### config.mk
export PLATFORM = sky130hd
export DESIGN_NAME = clock_divider_prog_flat
export DESIGN_NICKNAME = d
export VERILOG_FILES = /design/src/rtl/clock_divider_prog_if.sv /design/src/rtl/clock_divider_prog.sv /design/src/flat_wrapper.sv
export SDC_FILE = /design/constraint.sdc
export NUM_CORES = 1
export LEC_CHECK = 0
export ABC_CLOCK_PERIOD_IN_PS = 7500
export CAP_MARGIN = 20
export CORE_MARGIN = 3
export CORE_UTILIZATION = 61
export DETAILED_ROUTE_END_ITERATION = 10
export GPL_ROUTABILITY_DRIVEN = 1
export PLACE_DENSITY = 0.9
export SYNTH_ARGS = -nofsm -noshare
export SYNTH_HDL_FRONTEND = slang
export SYNTH_SLANG_ARGS = --single-unit
### constraint.sdc
create_clock -name clk_50m -period 7.5 [get_ports clk_50m]
set_clock_uncertainty 0.05 [all_clocks]
set_input_delay 1.5 -clock clk_50m [delete_from_list [all_inputs] [get_ports clk_50m]]
set_output_delay 1.5 -clock clk_50m [all_outputs]
set_load 0.02 [all_outputs]
### src/rtl/clock_divider_prog_if.sv
// Ratio-load handshake bundle for clock_divider_prog.
// The master offers div_in/div_valid; the divider answers with div_ready.
interface clock_divider_prog_if #(
  parameter int CNT_W = 16
);
  logic [CNT_W-1:0] div_in;
  logic             div_valid;
  logic             div_ready;

  modport master (
    output div_in,
    output div_valid,
    input  div_ready
  );

  modport slave (
    input  div_in,
    input  div_valid,
    output div_ready
  );
endinterface

### src/rtl/clock_divider_prog.sv
// Programmable clock divider: square wave, period tick, glitch-free reload.
// Optional macro CLKDIV_PHASE_RESTART_EN adds a phase restart input.
module clock_divider_prog #(
  parameter int CNT_W       = 16,
  parameter int DEFAULT_DIV = 2
) (
  input  logic             clk_50m,
  input  logic             rst,
  input  logic             en,
`ifdef CLKDIV_PHASE_RESTART_EN
  input  logic             restart,
`endif
  clock_divider_prog_if.slave hs,
  output logic             clk_out,
  output logic             tick,
  output logic [CNT_W-1:0] cnt,
  output logic             pending
);

  localparam logic [CNT_W-1:0] DIV_RST = CNT_W'(DEFAULT_DIV);
  localparam logic [CNT_W-1:0] DIV_MIN = CNT_W'(2);

  logic [CNT_W-1:0] cnt_q, cnt_d;
  logic [CNT_W-1:0] div_q, div_d;
  logic [CNT_W-1:0] pend_q, pend_d;
  logic             pend_v_q, pend_v_d;
  logic             clk_q, clk_d;
  logic             tick_q, tick_d;

  logic             take;
  logic             wrap;
  logic             apply;
  logic             rs;
  logic [CNT_W-1:0] div_clamp;

`ifdef CLKDIV_PHASE_RESTART_EN
  assign rs = restart;
`else
  assign rs = 1'b0;
`endif

  // Next-state: handshake capture, apply at period boundary, phase count.
  always_comb begin
    take      = hs.div_valid && !pend_v_q;
    wrap      = en && (cnt_q == div_q - 1'b1);
    apply     = pend_v_q && (rs || wrap);
    div_clamp = (hs.div_in < DIV_MIN) ? DIV_MIN : hs.div_in;
    div_d     = apply ? pend_q : div_q;
    pend_d    = take ? div_clamp : pend_q;
    pend_v_d  = pend_v_q;
    if (take) begin
      pend_v_d = 1'b1;
    end else if (apply) begin
      pend_v_d = 1'b0;
    end
    cnt_d  = cnt_q;
    clk_d  = clk_q;
    tick_d = 1'b0;
    if (rs) begin
      cnt_d  = '0;
      clk_d  = 1'b0;
      tick_d = en;
    end else if (en) begin
      cnt_d  = wrap ? '0 : cnt_q + 1'b1;
      clk_d  = (cnt_d >= (div_d >> 1));
      tick_d = wrap;
    end
  end

  // State register with synchronous reset to the default ratio.
  always_ff @(posedge clk_50m) begin
    if (rst) begin
      cnt_q    <= '0;
      div_q    <= DIV_RST;
      pend_q   <= DIV_RST;
      pend_v_q <= 1'b0;
      clk_q    <= 1'b0;
      tick_q   <= 1'b0;
    end else begin
      cnt_q    <= cnt_d;
      div_q    <= div_d;
      pend_q   <= pend_d;
      pend_v_q <= pend_v_d;
      clk_q    <= clk_d;
      tick_q   <= tick_d;
    end
  end

  assign hs.div_ready = !pend_v_q;
  assign clk_out      = clk_q;
  assign tick         = tick_q;
  assign cnt          = cnt_q;
  assign pending      = pend_v_q;

endmodule

### src/flat_wrapper.sv
// flat-port wrapper written by rule: the top's interface ports become plain ports
module clock_divider_prog_flat 
#(
  parameter int CNT_W       = 16,
  parameter int DEFAULT_DIV = 2
)
  (clk_50m, rst, en, clk_out, tick, cnt, pending, hs_div_in, hs_div_valid, hs_div_ready);
  clock_divider_prog_if #(.CNT_W(CNT_W)) hs_i ();
  input  logic clk_50m;
  input  logic rst;
  input  logic en;
  output logic clk_out;
  output logic tick;
  output logic [CNT_W-1:0] cnt;
  output logic pending;
  input wire logic [$bits(hs_i.div_in)-1:0] hs_div_in;
  input wire logic [$bits(hs_i.div_valid)-1:0] hs_div_valid;
  output wire logic [$bits(hs_i.div_ready)-1:0] hs_div_ready;
  assign hs_i.div_in = hs_div_in;
  assign hs_i.div_valid = hs_div_valid;
  assign hs_div_ready = hs_i.div_ready;
  clock_divider_prog #(.CNT_W(CNT_W), .DEFAULT_DIV(DEFAULT_DIV)) u_core (.clk_50m(clk_50m), .rst(rst), .en(en), .hs(hs_i), .clk_out(clk_out), .tick(tick), .cnt(cnt), .pending(pending));
endmodule
==> impl_metrics.py <==
metrics = {
    "global_route": {
        "antenna_found_initial": 0,
        "grt_pass1_vias": 2925,
        "overflow": 0,
        "grt_pass1_wl_um": 13800,
        "grt_usage_pct": 26.7,
        "grt_max_degree": 36,
    },
    "setup_path": {
        "endpoint_kind": "flip-flop",
        "cp-start-kind": "primary input",
        "setup.worst_path.start": "en",
        "cp_cell_sequence": "clkdlybuf4s50_1 > buf_4 > nand3_1 > or3_1 > nor3_1 > nand3_1 > or4_1 > buf_4 > mux2i_1 > ha_1 > nand2_1 > o21ai_0 > a21oi_1 > o31a_1 > a211o_1 > a21oi_1",
        "cp.arrival_ns": 5.93,
        "rr_worst_depth": 17,
        "path_class": "in -> reg",
        "r2r_start": "u_core.div_q[0]",
        "critPathSlowestCell": "or4_1",
        "rr_endpoint": "u_core.clk_out",
        "critPathMaxFanout": 29,
        "critPathRequiredTime_ns": 7.69,
        "critPathBufInv": 3,
        "setup.worst_path.end": "u_core.clk_out",
        "rrSetupSlack_ns": 2.06,
        "cp_num_cells": 16,
        "cpPeakStageDelay_ns": 0.84,
        "critPathTopFamily": "simple AND/OR/NAND/NOR gates",
    },
    "clock_network": {
        "insertion_delay_ns": 0.31,
        "post_cts_buffers": 0,
        "cts_tree": "done",
        "ctsRootBufferMaster": "clkbuf_8",
        "clkSinkCount": 51,
        "cts_made_buffers": 5,
        "ctsResizeCount": 0,
        "cts_hold_buf": 0,
        "cts.clk_slew.worst_paths_ns": 0.10,
        "cts_buffer_depth": 2,
        "h-tree-depth": 2,
    },
    "synth": {
        "synth_edf_count": 0,
        "ys_seq_area_share_pct": 29.4,
        "synth_fp_nets": 490,
        "yosysUniqueCellTypes": 54,
        "synth_ff_type": "dfxtp_1",
        "synth_cells": 453,
        "ys_warn_count": 0,
        "ys_seq_elements": 51,
        "syn_area_sq_um": 3480,
        "syn_area_per_cell_sq_um": 7.68,
        "async_flop_share_pct": 0,
    },
    "sta": {
        "final_hold_viol_count": 0,
        "fin_crit_sh_pct": 76.6,
        "fmax_ghz": 0.174,
        "maxSlewViolCount": 0,
        "post-route-min-period_ns": 5.75,
        "relSlewSlack_pct": 38.4,
        "setup_viol": 0,
        "rsz0062_at_grt": "false",
        "worstMarginPinSlew_ns": 0.918,
        "fin_tns_setup_ns": 0,
    },
    "run": {
        "cap_violations": 0,
    },
    "detailed_routing": {
        "num_vias": 3227,
        "drt_iter0_drc": 272,
        "drc": 0,
        "wl_per_cell_um": 15.7,
        "wirelength_um": 8390,
        "postRouteAntennaNets": 0,
        "dr.pass1.iters": 5,
        "vias_per_cell": 6.05,
    },
    "place": {
        "placed_area_sq_um": 3810,
        "portBuffers": 39,
        "dp_hpwl_um": 6160,
        "place.gp.congestion": 0.905,
    },
    "status": {
        "outcome": "completed",
    },
    "cells_and_area": {
        "drive_above_1_share_pct": 3.67,
        "n_antenna_cell": 0,
        "mostFrequentLayoutCell": "nand2_1",
        "design_area_sq_um": 3910,
        "syn_to_final_growth_pct": 12.6,
        "mostFrequentLayoutCells": "nand2_1 (84), dfxtp_1 (51), nor2_1 (39), clkdlybuf4s50_1 (39), mux2i_1 (35)",
        "finalNetCount": 500,
    },
    "power": {
        "power.density_nw_per_um2": 142,
        "leakagePower_nw": 1.66,
        "ir_worst_vdd_v": 0.0000958,
    },
    "die": {
        "dieArea_sq_um": 6640,
        "core_area_sq_um": 5300,
        "initial_core_util_pct": 65.6,
        "die_height_um": 81.5,
        "dieWidth_um": 81.5,
        "boundaryPins": 40,
        "num_rows": 26,
    },
    "min_path": {
        "hp-class": "reg -> reg",
    },
}
## sequential cells by signal (all words and copies together) (netlist names)
register and flops:
u_core.pend_q 16, u_core.pending 1, u_core.div_q 16, u_core.clk_out 1, u_core.tick 1, u_core.cnt 16
## per-layer routing
metal / up-vias / wire (um) / global-route usage [%] / share of wire (%)
met4: 0 / 97 / 6.76 / 1.2
met3: 11 / 518 / 4.28 / 6.2
met1: 1498 / 3830 / 34.0 / 46
li1: 1598 / - / - / -
met2: 120 / 3950 / 46.7 / 47
met5: - / 0 / 0 / 0
## layout make-up
cell class / count / area, sq um
Multi-Input combinational cell: 354 / 2250
Fill cell: 407 / 1390
Clock buffer: 5 / 68.8
Sequential cell: 51 / 1020
Inverter: 8 / 30.0
Timing Repair Buffer: 43 / 420
Clock inverter: 2 / 37.5
Tap cell: 70 / 87.6
## stage by stage
stage               hold slack (ns)  util (%)  std cells  power, mW  setup slack, ns
floorplan                     0.385         -        453      0.340             3.04
global placement              0.402      71.8        526      0.367             1.69
detailed placement            0.419      71.8        526      0.369             1.54
CTS                           0.428      73.8        533      0.557             1.81
global route                  0.456      73.8        533      0.578             1.54
finish                        0.430      73.8        533      0.557             1.75
## cells in the mapped netlist, drive strengths merged (3+ instances only)
master  count  area (sq um)
a211o       3          26.3
a21oi      24           120
and3        6          37.5
buf        12          77.6
clkbuf     28           105
dfxtp      51          1020
ha         17           213
inv         7          26.3
mux2i      35           350
nand2      84           315
nand2b      4          25.0
nand3      19          95.1
nand4       3          18.8
nor2       39           146
nor3       13          70.1
nor4       17           106
o21ai      12          60.1
or2         3          18.8
or4         6          48.8
xnor2      16           140
xor2       18           158
## worst min-delay path by stage
stage / start / endpoint / depth (start not counted)
5_1_grt: u_core.pend_q[12] / u_core.div_q[12] / 2
2_1_floorplan: u_core.pend_q[0] / u_core.div_q[0] / 2
6_report: u_core.pend_q[6] / u_core.div_q[6] / 2
4_1_cts: u_core.pend_q[6] / u_core.div_q[6] / 2
3_5_place_dp: u_core.pend_q[10] / u_core.pend_q[10] / 2
3_3_place_gp: u_core.pend_q[0] / u_core.div_q[0] / 2
## logic make-up after synthesis
family,share of synthesized area (%)
flip-flops,29.4
adder cells (fa/ha/maj),6.12
AND/OR/NAND/NOR,28.1
AO/OA/AOI/OAI,11.3
multiplexers,10.4
XOR/XNOR,8.56
buffers and inverters,6.12
## power breakdown
| group | leakage [nW] | internal [mW] | switching (mW) |
|---|---|---|---|
| clock | 0.0502 | 0.0977 | 0.0955 |
| sequential | 0.414 | 0.279 | 0.00855 |
| combinational | 1.20 | 0.0341 | 0.0423 |
## worst register-to-register path, delay by kind of cell, from the launching register on
kind,cells,cell delay [ns]
AO/OA/AOI/OAI,8,1.76
XOR/XNOR,1,0.20
adder cells (fa/ha/maj),2,0.69
buffers and inverters,2,0.49
flip-flops,1,0.39
multiplexers,1,0.16
AND/OR/NAND/NOR,3,1.64
No activity file was read; power rests on OpenSTA's default activity.
